<file path="config.mk">
export PLATFORM = sky130hd
export DESIGN_NAME = alu_result_buffer
export DESIGN_NICKNAME = d
export VERILOG_FILES = /design/src/rtl/alu_pkg.sv /design/src/rtl/alu_sync_fifo.sv /design/src/rtl/alu_result_buffer.sv
export SDC_FILE = /design/constraint.sdc
export NUM_CORES = 1
export LEC_CHECK = 0
export CAP_MARGIN = 20
export CORE_ASPECT_RATIO = 2
export CORE_MARGIN = 3
export CORE_UTILIZATION = 52
export CTS_CLUSTER_SIZE = 20
export DETAILED_ROUTE_END_ITERATION = 6
export PLACE_DENSITY = 0.75
export SYNTH_ARGS = -nofsm -noshare
export SYNTH_HDL_FRONTEND = slang
export SYNTH_SLANG_ARGS = --single-unit
</file>
<file path="constraint.sdc">
create_clock -name clk -period 2.8 [get_ports clk]
set_input_delay 0.56 -clock clk [delete_from_list [all_inputs] [get_ports clk]]
set_output_delay 0.56 -clock clk [all_outputs]
set_load 0.05 [all_outputs]
</file>
<file path="src/rtl/alu_pkg.sv">
// ----------------------------------------------------------------------------
// Module  : alu_pkg
// Brief   : Shared ALU opcode constants, result-entry width and entry typedef.
// Rev     : 1.0 - initial release
// ----------------------------------------------------------------------------
`default_nettype none

package alu_pkg;

    typedef enum logic [1:0] {
        ALU_ADD = 2'b00,
        ALU_SUB = 2'b01,
        ALU_REM = 2'b10,
        ALU_MUL = 2'b11
    } alu_op_e;

    localparam int ALU_DATA_W  = 4;
    localparam int ALU_FLAG_W  = 3;
    localparam int ALU_ENTRY_W = ALU_DATA_W + ALU_FLAG_W;

    // Field order matches the stored word: {result, sign, ovf, zero}.
    typedef struct packed {
        logic [ALU_DATA_W-1:0] result;
        logic                  sign;
        logic                  ovf;
        logic                  zero;
    } alu_entry_t;

endpackage

`default_nettype wire

</file>
<file path="src/rtl/alu_sync_fifo.sv">
// ----------------------------------------------------------------------------
// Module  : alu_sync_fifo
// Brief   : Show-ahead synchronous FIFO; storage, wrapping pointers, occupancy.
// Rev     : 1.0 - initial release
// ----------------------------------------------------------------------------
`default_nettype none

module alu_sync_fifo #(
    parameter int DEPTH = 4,
    parameter int WIDTH = 7
) (
    input  logic                     clk,
    input  logic                     rst,
    input  logic                     push_i,
    input  logic                     pop_i,
    input  logic [WIDTH-1:0]         wdata_i,
    output logic [WIDTH-1:0]         rdata_o,
    output logic [$clog2(DEPTH):0]   count_o,
    output logic                     full_o,
    output logic                     empty_o
);

    localparam int PTR_W = $clog2(DEPTH);
    localparam logic [PTR_W:0] c_FULL_CNT = DEPTH[PTR_W:0];

    logic [PTR_W-1:0] wr_ptr_q, wr_ptr_d;
    logic [PTR_W-1:0] rd_ptr_q, rd_ptr_d;
    logic [PTR_W:0]   count_q,  count_d;
    logic [WIDTH-1:0] mem_q [DEPTH];

    logic w_push;
    logic w_pop;

    assign full_o  = (count_q == c_FULL_CNT);
    assign empty_o = (count_q == '0);
    assign count_o = count_q;

    // Guarding here keeps the FIFO safe even if a caller forgets to.
    assign w_push = push_i & ~full_o;
    assign w_pop  = pop_i  & ~empty_o;

    // DEPTH is a power of two, so natural pointer overflow gives the wrap.
    always_comb begin
        wr_ptr_d = wr_ptr_q;
        rd_ptr_d = rd_ptr_q;
        count_d  = count_q;
        if (w_push) begin
            wr_ptr_d = wr_ptr_q + 1'b1;
        end
        if (w_pop) begin
            rd_ptr_d = rd_ptr_q + 1'b1;
        end
        case ({w_push, w_pop})
            2'b10:   count_d = count_q + 1'b1;
            2'b01:   count_d = count_q - 1'b1;
            default: count_d = count_q;
        endcase
    end

    always_ff @(posedge clk or posedge rst) begin
        if (rst) begin
            wr_ptr_q <= '0;
            rd_ptr_q <= '0;
            count_q  <= '0;
        end else begin
            wr_ptr_q <= wr_ptr_d;
            rd_ptr_q <= rd_ptr_d;
            count_q  <= count_d;
        end
    end

    always_ff @(posedge clk) begin
        if (w_push) begin
            mem_q[wr_ptr_q] <= wdata_i;
        end
    end

    assign rdata_o = empty_o ? '0 : mem_q[rd_ptr_q];

endmodule

`default_nettype wire

</file>
<file path="src/rtl/alu_result_buffer.sv">
// ----------------------------------------------------------------------------
// Module  : alu_result_buffer
// Brief   : Buffers ALU results with flags; sticky drop error, optional
//           ovf/zero statistics enabled by macro ALU_RESULT_STATS_EN.
// Rev     : 1.0 - initial release
// ----------------------------------------------------------------------------
`default_nettype none

module alu_result_buffer
    import alu_pkg::*;
#(
    parameter int DEPTH  = 4,
    parameter int DATA_W = 4
) (
    input  logic                     clk,
    input  logic                     rst,
    input  logic                     in_valid,
    input  logic [DATA_W-1:0]        in_out,
    input  logic                     in_sign,
    input  logic                     in_ovf,
    input  logic                     in_zero,
    output logic                     in_ready,
    output logic                     out_valid,
    input  logic                     out_ready,
    output logic [DATA_W-1:0]        out_data,
    output logic                     out_sign,
    output logic                     out_ovf,
    output logic                     out_zero,
    output logic [$clog2(DEPTH):0]   count,
`ifdef ALU_RESULT_STATS_EN
    output logic [7:0]               ovf_cnt,
    output logic [7:0]               zero_cnt,
`endif
    output logic                     drop_err
);

    localparam int c_ENTRY_W = DATA_W + ALU_FLAG_W;

    logic                 w_push;
    logic                 w_pop;
    logic                 w_full;
    logic                 w_empty;
    logic [c_ENTRY_W-1:0] w_wdata;
    logic [c_ENTRY_W-1:0] w_rdata;
    logic                 drop_err_q, drop_err_d;

    assign in_ready  = ~w_full;
    assign out_valid = ~w_empty;
    assign w_push    = in_valid & in_ready;
    assign w_pop     = out_valid & out_ready;
    assign w_wdata   = {in_out, in_sign, in_ovf, in_zero};

    alu_sync_fifo #(
        .DEPTH (DEPTH),
        .WIDTH (c_ENTRY_W)
    ) u_fifo (
        .clk     (clk),
        .rst     (rst),
        .push_i  (w_push),
        .pop_i   (w_pop),
        .wdata_i (w_wdata),
        .rdata_o (w_rdata),
        .count_o (count),
        .full_o  (w_full),
        .empty_o (w_empty)
    );

    // The FIFO already returns zero when empty, so no extra masking here.
    assign {out_data, out_sign, out_ovf, out_zero} = w_rdata;

    assign drop_err_d = drop_err_q | (in_valid & ~in_ready);

    always_ff @(posedge clk or posedge rst) begin
        if (rst) begin
            drop_err_q <= 1'b0;
        end else begin
            drop_err_q <= drop_err_d;
        end
    end

    assign drop_err = drop_err_q;

`ifdef ALU_RESULT_STATS_EN
    logic [7:0] ovf_cnt_q,  ovf_cnt_d;
    logic [7:0] zero_cnt_q, zero_cnt_d;

    // Only accepted pushes count; both counters saturate at 255.
    always_comb begin
        ovf_cnt_d  = ovf_cnt_q;
        zero_cnt_d = zero_cnt_q;
        if (w_push && in_ovf && (ovf_cnt_q != 8'hFF)) begin
            ovf_cnt_d = ovf_cnt_q + 8'd1;
        end
        if (w_push && in_zero && (zero_cnt_q != 8'hFF)) begin
            zero_cnt_d = zero_cnt_q + 8'd1;
        end
    end

    always_ff @(posedge clk or posedge rst) begin
        if (rst) begin
            ovf_cnt_q  <= 8'd0;
            zero_cnt_q <= 8'd0;
        end else begin
            ovf_cnt_q  <= ovf_cnt_d;
            zero_cnt_q <= zero_cnt_d;
        end
    end

    assign ovf_cnt  = ovf_cnt_q;
    assign zero_cnt = zero_cnt_q;
`endif

endmodule

`default_nettype wire

</file>
==> impl_summary.log, run 1 <==
[metrics] Clock Latency Late Sink: approximately 280 ps
[metrics] Clock Sink Count: 36
[metrics] CTS Buf Count: 5
[metrics] number of gates on the worst path with buffers counted: 2
[metrics] most common cell after layout, fill and taps aside: sky130_fd_sc_hd__edfxtp_1
[metrics] highest-count cells in the layout ignoring fill and taps: sky130_fd_sc_hd__edfxtp_1, sky130_fd_sc_hd__clkdlybuf4s50_1, sky130_fd_sc_hd__and2_1
[metrics] count of standard-cell rows: 27
[metrics] cell-by-cell listing of the critical path: or3_1, clkdlybuf4s50_1
[metrics] n_diodes: 0
[metrics] worst r2r dst: u_fifo.count_o[2]$_DFFE_PP0P_
[metrics] endpoint arrival time on the critical path: about 1900 ps
[metrics] CP endpoint: out_valid
[metrics] antenna violations before repair: 0
[metrics] number of vias per cell: 5.39
[metrics] area used by multi-input combinational logic: between 400 and 500 um^2
[metrics] Vert. Die Dim: roughly 83 um
[metrics] critical path required time: around 2200 ps
[metrics] crit path capture type: output pin
[metrics] slew at the pin with the worst max-slew slack: 532 ps
[metrics] DPL Wire Length: 1.87 mm
[metrics] class of the most critical hold timing path: reg -> reg
[metrics] Max Cap Viol: 0
[metrics] setup slack on the worst flop-to-flop path: 770 ps
[metrics] post-synthesis sequential area ratio: about two thirds
[metrics] Layout Skew: approximately 9.7 ps
[metrics] DRT Wirelength: approximately 2.5 mm
[metrics] kind of cell adding the most delay to the critical path: buffers and inverters
[metrics] endpoints failing hold: 0
[metrics] remaining global-route overflow: 0
[metrics] FF+latch count, synth: 36
[metrics] Critical R2R Launch: u_fifo.count_o[2]$_DFFE_PP0P_
[metrics] routed len/inst: approximately 17 um
[metrics] Peak Freq: roughly 0.4 GHz
[metrics] number of global-route vias before repair: between 800 and 900
[metrics] Die X: between 40 and 50 um
[metrics] Max Buffers Root-to-Sink: 2
[metrics] post-route ant nets: 0
[metrics] placer congestion estimate: 0.694
[metrics] synth-to-layout area growth: 21.1%
[metrics] number of cells on the worst reg-to-reg path: 8
[metrics] final setup fails: 0
[metrics] number of iterations in the first detailed-routing pass: 4
[metrics] post-synthesis cell type count: 21
[metrics] Gates resized, CTS repair: 0
[metrics] number of H-tree branching levels: 2
[metrics] clock root buffer master: sky130_fd_sc_hd__clkbuf_8
[metrics] clock slew at reported path FFs: 70 ps
[metrics] TritonCTS clock tree: yes
[metrics] Crit Path Max Fanout: 4
[metrics] setup total negative slack: 0 ps
[metrics] Rel. slew slack: ~65%
[metrics] longest individual stage delay on the worst path: approximately 740 ps
[metrics] Slowest-stage cell, CP: sky130_fd_sc_hd__clkdlybuf4s50_1
[metrics] Post-Synthesis Cells: 86
[metrics] Core Footprint: 2800 um^2
[metrics] total die area: ~3700 um^2
[metrics] total setup buffers inserted after CTS: 0
[metrics] Critical Path Start: u_fifo.count_o[2]$_DFFE_PP0P_
[metrics] combined area of all synthesized cells: approximately 1500 um^2
[metrics] number of remaining DRC errors: 0
[metrics] IO Count: 24
[metrics] Yosys warning count: 0
[metrics] share of the clock period used by the worst path: approximately nine tenths
[metrics] syn nets: 103
[metrics] sum of buffers and inverters on the critical path: 1
[metrics] net total in the final layout: 131
[metrics] Iteration-0 DRC Markers: 23
[metrics] wire length of the first global-routing pass: 4.26 mm
[metrics] register area: about 1000 um^2
[metrics] maximum number of pins on one net before global-route repair: 12
[metrics] nature of the critical path startpoint: register
[metrics] run status: finished clean
[metrics] effective utilization at floorplan: between 50% and 60%
[metrics] Layout fillers: ~210
[metrics] DR vias: approximately 780
[metrics] share of final-layout standard cells stronger than drive strength 1: a little under a quarter
[metrics] Critical Setup Path Class: reg -> out
[metrics] max-slew violation count: 0
[metrics] CTS hold repair buffers: 0
[metrics] aggregate global-route resource usage: around 16%
[metrics] post-layout minimum cycle time: ~2500 ps
[metrics] unrepaired setup endpoints after global routing: false
[metrics] number of port buffers: 23
[metrics] synthesized area divided by synthesized cell count: between 15 and 20 um^2
## sequential cells by signal, summed over array words and instances (netlist names)
name and cells:
u_fifo.wr_ptr_q 2, u_fifo.rd_ptr_q 2, drop_err 1, u_fifo.count_o 3, u_fifo.mem_q 28
## cells by family after synthesis
kind of cell    after synthesis  share of synthesized area (%)
compound gates                1                          0.490
mux                           9                           11.7
fa+ha+maj                     6                           5.38
simple gates                 17                           7.50
flops                        36                           67.9
xor+xnor                      6                           3.43
buf+inv                      11                           3.67
## cell usage after synthesis (all sizes together)
master / instances / area (um^2)
nor2b: 1 / 8.76
nor2: 1 / 3.75
mux4: 7 / 158
mux2i: 1 / 10.0
ha: 5 / 62.6
xor2: 3 / 26.3
xnor2: 3 / 26.3
nor3b: 1 / 12.5
and2: 12 / 78.8
mux2: 1 / 11.3
fa: 1 / 20.0
nand3: 1 / 5.00
a21o: 1 / 7.51
dfrtp: 8 / 200
or3: 1 / 6.26
inv: 8 / 30.0
edfxtp: 28 / 841
buf: 2 / 22.5
clkbuf: 1 / 3.75
## worst min-delay path by stage
stage	start	end	slack, ps	cells past startpoint
4_1_cts	drop_err$_DFF_PP0_	drop_err$_DFF_PP0_	470	1
5_1_grt	drop_err$_DFF_PP0_	drop_err$_DFF_PP0_	480	1
6_report	drop_err$_DFF_PP0_	drop_err$_DFF_PP0_	470	1
3_3_place_gp	drop_err$_DFF_PP0_	drop_err$_DFF_PP0_	440	1
3_5_place_dp	drop_err$_DFF_PP0_	drop_err$_DFF_PP0_	450	1
2_1_floorplan	rst	drop_err$_DFF_PP0_	380	1
## per-stage QoR
step | setup slack [ps] | utilization [%] | area, um^2 | hold WS [ps] | cells
finish | 310 | 66.3 | 1860 | 467 | 144
global route | 229 | 66.3 | 1860 | 480 | 144
CTS | 300 | 66.3 | 1860 | 471 | 144
detailed placement | 440 | 62.9 | 1760 | 454 | 136
global placement | 503 | 62.9 | 1760 | 441 | 136
floorplan | 544 | - | 1530 | 376 | 86
## final cells by class
cell class | instances | share of cell area (%)
clock inverters | 1 | 0.404
repair buffers | 24 | 11.9
well taps | 29 | 1.95
multi-input cells | 39 | 23.5
inverters | 8 | 1.62
clock buffers | 7 | 4.65
flip-flops and latches | 36 | 56.0
## layer usage
metal  share of wire (%)  up-vias  wire (um)  track usage (%)
li1                    -      363          -                -
met1                  36      379        898             18.4
met2                  56       25       1390             26.7
met3                 4.9        9        122             4.12
met4                 3.2        0         79             8.52
met5                   0        -          0                0
Power of run 1 is left out: the tool's default activity adds up to more than one toggle a clock period on the data nets, which glitch-free logic cannot reach.
==> inputs of run 2 (changes only) <==
--- a/config.mk
+++ b/config.mk
@@ -11,6 +11,7 @@
 export CORE_UTILIZATION = 52
 export CTS_CLUSTER_SIZE = 20
 export DETAILED_ROUTE_END_ITERATION = 6
+export HOLD_SLACK_MARGIN = 0.1
 export PLACE_DENSITY = 0.75
 export SYNTH_ARGS = -nofsm -noshare
 export SYNTH_HDL_FRONTEND = slang
==> results of run 2 <==
No change in the layout: final DEF, timing and power equal those of run 1.
Power of run 2 is left out for the same reason.
==> inputs of run 3 (changes only) <==
--- a/config.mk
+++ b/config.mk
@@ -5,14 +5,15 @@
 export SDC_FILE = /design/constraint.sdc
 export NUM_CORES = 1
 export LEC_CHECK = 0
+export ABC_CLOCK_PERIOD_IN_PS = 2100
 export CAP_MARGIN = 20
 export CORE_ASPECT_RATIO = 2
 export CORE_MARGIN = 3
-export CORE_UTILIZATION = 52
+export CORE_UTILIZATION = 47
 export CTS_CLUSTER_SIZE = 20
 export DETAILED_ROUTE_END_ITERATION = 6
 export HOLD_SLACK_MARGIN = 0.1
-export PLACE_DENSITY = 0.75
+export PLACE_DENSITY = 0.71
 export SYNTH_ARGS = -nofsm -noshare
 export SYNTH_HDL_FRONTEND = slang
 export SYNTH_SLANG_ARGS = --single-unit
==> constraint.sdc (replaced) <==
create_clock -name clk -period 2.1 [get_ports clk]
set_input_delay 0.42 -clock clk [delete_from_list [all_inputs] [get_ports clk]]
set_output_delay 0.42 -clock clk [all_outputs]
set_load 0.005 [all_outputs]
==> run 3 against run 2 <==
Compared with the run above: the flow now finishes with violations (negative setup slack); critical endpoint is now out_data[0]; critical path type unchanged; critical path depth is 4 higher; register-to-register slack worse by 620 ps; clock-buffer cell count is 2 lower; global-route usage is 1.1 points lower; sequential share of layout area is 3.5 points lower; final cell count is 10% higher; via count is 8.1% higher.
==> impl_summary.log, run 3 (synthesis results as in run 1) <==
[metrics] nature of the critical path startpoint: register
[metrics] longest individual stage delay on the worst path: 470 ps (-270 ps)
[metrics] Static Leakage: approximately 0.77 nW
[metrics] number of remaining DRC errors: 0 (unchanged)
[metrics] effective utilization at floorplan: 50.3% (-4.4 points)
[metrics] endpoint arrival time on the critical path: 1730 ps (-200 ps)
[metrics] Crit Path Max Fanout: 4 (unchanged)
[metrics] Slowest-stage cell, CP: sky130_fd_sc_hd__mux4_2
[metrics] unrepaired setup endpoints after global routing: true
[metrics] number of port buffers: 23 (unchanged)
[metrics] sum of buffers and inverters on the critical path: 4 (+3)
[metrics] endpoints failing hold: 0 (unchanged)
[metrics] Iteration-0 DRC Markers: 21 (-8.7%)
[metrics] post-route ant nets: 0 (unchanged)
[metrics] CTS hold repair buffers: 0 (unchanged)
[metrics] clock root buffer master: sky130_fd_sc_hd__clkbuf_8
[metrics] share of final-layout standard cells stronger than drive strength 1: 34.1% (+11 points)
[metrics] placer congestion estimate: 0.707 (+1.9%)
[metrics] Layout fillers: 219 (+5.8%)
[metrics] max-slew violation count: 0 (unchanged)
[metrics] flip-flop count of the largest register after layout: 28 (unchanged)
[metrics] post-layout minimum cycle time: about 2100 ps
[metrics] Biggest register: u_fifo.mem_q
[metrics] Hold Worst Slack: 391 ps (-76.2 ps)
[metrics] count of standard-cell rows: 28 (+3.7%)
[metrics] failing checks: negative setup slack
[metrics] synth-to-layout area growth: 29.4%
[metrics] Layout Skew: 4.20 ps (-5.49 ps)
[metrics] class of the most critical hold timing path: in -> async
[metrics] net total in the final layout: 146 (+11%)
[metrics] antenna violations before repair: 0 (unchanged)
[metrics] run status: finished with violations
[metrics] Core Footprint: 3050 um^2 (+8.7%)
[metrics] DR vias: 839 (+8.1%)
[metrics] highest-count cells in the layout ignoring fill and taps: sky130_fd_sc_hd__edfxtp_1, sky130_fd_sc_hd__clkdlybuf4s50_1, sky130_fd_sc_hd__buf_4, sky130_fd_sc_hd__and2_1, sky130_fd_sc_hd__inv_1
[metrics] routed len/inst: 16.7 um (-3.8%)
[metrics] final setup fails: 2 (+2)
[metrics] share of the clock period used by the worst path: 102%
[metrics] setup total negative slack: -99.1 ps (-99.1 ps)
[metrics] clock slew at reported path FFs: 60 ps (about the same)
[metrics] VDD IR max: approximately 0.00082 V
[metrics] Rel. slew slack: 72.9% (+8.4 points)
[metrics] total die area: 4030 um^2 (+9.5%)
[metrics] Max Buffers Root-to-Sink: 2 (unchanged)
[metrics] CP most frequent cell: sky130_fd_sc_hd__buf_6
[metrics] cell-by-cell listing of the critical path: buf_6, buf_6, buf_6, mux4_2, and2_1, buf_2
[metrics] number of global-route vias before repair: 828 (-5.5%)
[metrics] aggregate global-route resource usage: 15.2% (-1.1 points)
[metrics] Clock Latency Late Sink: 280 ps (about the same)
[metrics] number of iterations in the first detailed-routing pass: 4 (unchanged)
[metrics] IO Count: 24 (unchanged)
[metrics] power per standard cell area: between 1000 and 1500 nW/um^2
[metrics] Vert. Die Dim: 86.8 um (+4.8%)
[metrics] slew at the pin with the worst max-slew slack: 406 ps (-126 ps)
[metrics] Peak Freq: between 0.4 and 0.5 GHz
[metrics] CTS Buf Count: 5 (unchanged)
[metrics] Clock Sink Count: 36 (unchanged)
[metrics] post-layout worst setup margin: -49.9 ps (-360 ps)
[metrics] Critical Setup Path Class: reg -> out
[metrics] DPL Wire Length: 1.84 mm (-1.4%)
[metrics] kind of cell adding the most delay to the critical path: multiplexers
[metrics] number of H-tree branching levels: 2 (unchanged)
[metrics] maximum number of pins on one net before global-route repair: 11 (-1)
[metrics] Max Cap Viol: 0 (unchanged)
[metrics] n_diodes: 0 (unchanged)
[metrics] most common cell after layout, fill and taps aside: sky130_fd_sc_hd__edfxtp_1
[metrics] crit path capture type: output pin
[metrics] TritonCTS clock tree: yes
[metrics] wire length of the first global-routing pass: 4.05 mm (-5.0%)
[metrics] critical path required time: 1680 ps (-560 ps)
[metrics] DRT Wirelength: 2.65 mm (+6.3%)
[metrics] number of vias per cell: 5.28 (-2.1%)
[metrics] Die X: 46.4 um (+4.5%)
[metrics] remaining global-route overflow: 0 (unchanged)
-- run 3: cell count changes in the layout (fill, tap and decap cells not counted), sizes merged --
cell and change:
clkinv +2, clkdlybuf4s15 +1, clkinvlp -1, buf +11
clkbuf +1
-- run 3: stage by stage --
step / utilization (%) / cells / setup WS [ps] / power [W] / instance area (um^2)
CTS: 64.5 / 158 / -135 / 0.00275 / 1970
global route: 65.1 / 159 / -116 / 0.00295 / 1980
global placement: 60.2 / 144 / 11.1 / 0.00221 / 1840
finish: 65.1 / 159 / -49.9 / 0.00277 / 1980
floorplan: - / 86 / 146 / 0.00171 / 1530
detailed placement: 60.2 / 144 / -34.7 / 0.00224 / 1840
-- run 3: final cells by class --
| cell class | count | area (um^2) | area share (%) |
|---|---|---|---|
| well taps | 30 | 37.5 | 1.89 |
| repair buffers | 39 | 343 | 17.3 |
| flip-flops and latches | 36 | 1040 | 52.5 |
| inverters | 8 | 30.0 | 1.51 |
| clock buffers | 5 | 68.8 | 3.47 |
| multi-input cells | 39 | 455 | 23.0 |
| clock inverters | 2 | 7.51 | 0.378 |
-- run 3: final timing paths --
path	start	end	slack, ps	depth (start not counted)
setup reg to reg	u_fifo.count_o[1]$_DFFE_PP0P_	u_fifo.count_o[2]$_DFFE_PP0P_	150	8
max in group asynchronous	rst	u_fifo.count_o[1]$_DFFE_PP0P_	1450	2
setup / recovery	u_fifo.rd_ptr_q[0]$_DFFE_PP0P_	out_data[0]	-50	6
hold / removal	rst	u_fifo.wr_ptr_q[0]$_DFFE_PP0P_	390	2
hold reg to reg	drop_err$_DFF_PP0_	drop_err$_DFF_PP0_	470	1
min in group clk	drop_err$_DFF_PP0_	drop_err$_DFF_PP0_	470	1
-- run 3: routing by layer --
metal | up-vias | track usage [%] | wire length, um | part of all wire, %
met2 | 29 | 25.9 | 1550 | 59
met5 | - | 0 | 0 | 0
met4 | 0 | 9.33 | 70 | 2.6
li1 | 395 | - | - | -
met3 | 5 | 3.95 | 136 | 5.1
met1 | 410 | 15.3 | 887 | 33
-- run 3: power breakdown --
| part | total, W | switching [W] | leakage, nW | internal, W |
|---|---|---|---|---|
| clock | 0.000441 | 0.000223 | 0.0391 | 0.000219 |
| sequential | 0.00109 | 0.000115 | 0.347 | 0.000977 |
| combinational | 0.00124 | 0.000469 | 0.389 | 0.000767 |
-- run 3: repair_timing --
action,in CTS,in global routing
buffers inserted,7,3
gates cloned,0,0
endpoints found under the setup margin,8,9
pin swaps,4,6
gates resized for setup,23,13
-- run 3: worst register-to-register path, stage by stage (launching register included) --
cell and delay (ps):
sky130_fd_sc_hd__dfrtp_2 440, sky130_fd_sc_hd__or3_4 400, sky130_fd_sc_hd__and2_4 190, sky130_fd_sc_hd__ha_2 180
sky130_fd_sc_hd__inv_1 60, sky130_fd_sc_hd__fa_2 190, sky130_fd_sc_hd__xor2_1 150, sky130_fd_sc_hd__nor2_1 70
sky130_fd_sc_hd__xor2_1 150
(Power assumes the default switching activity.)
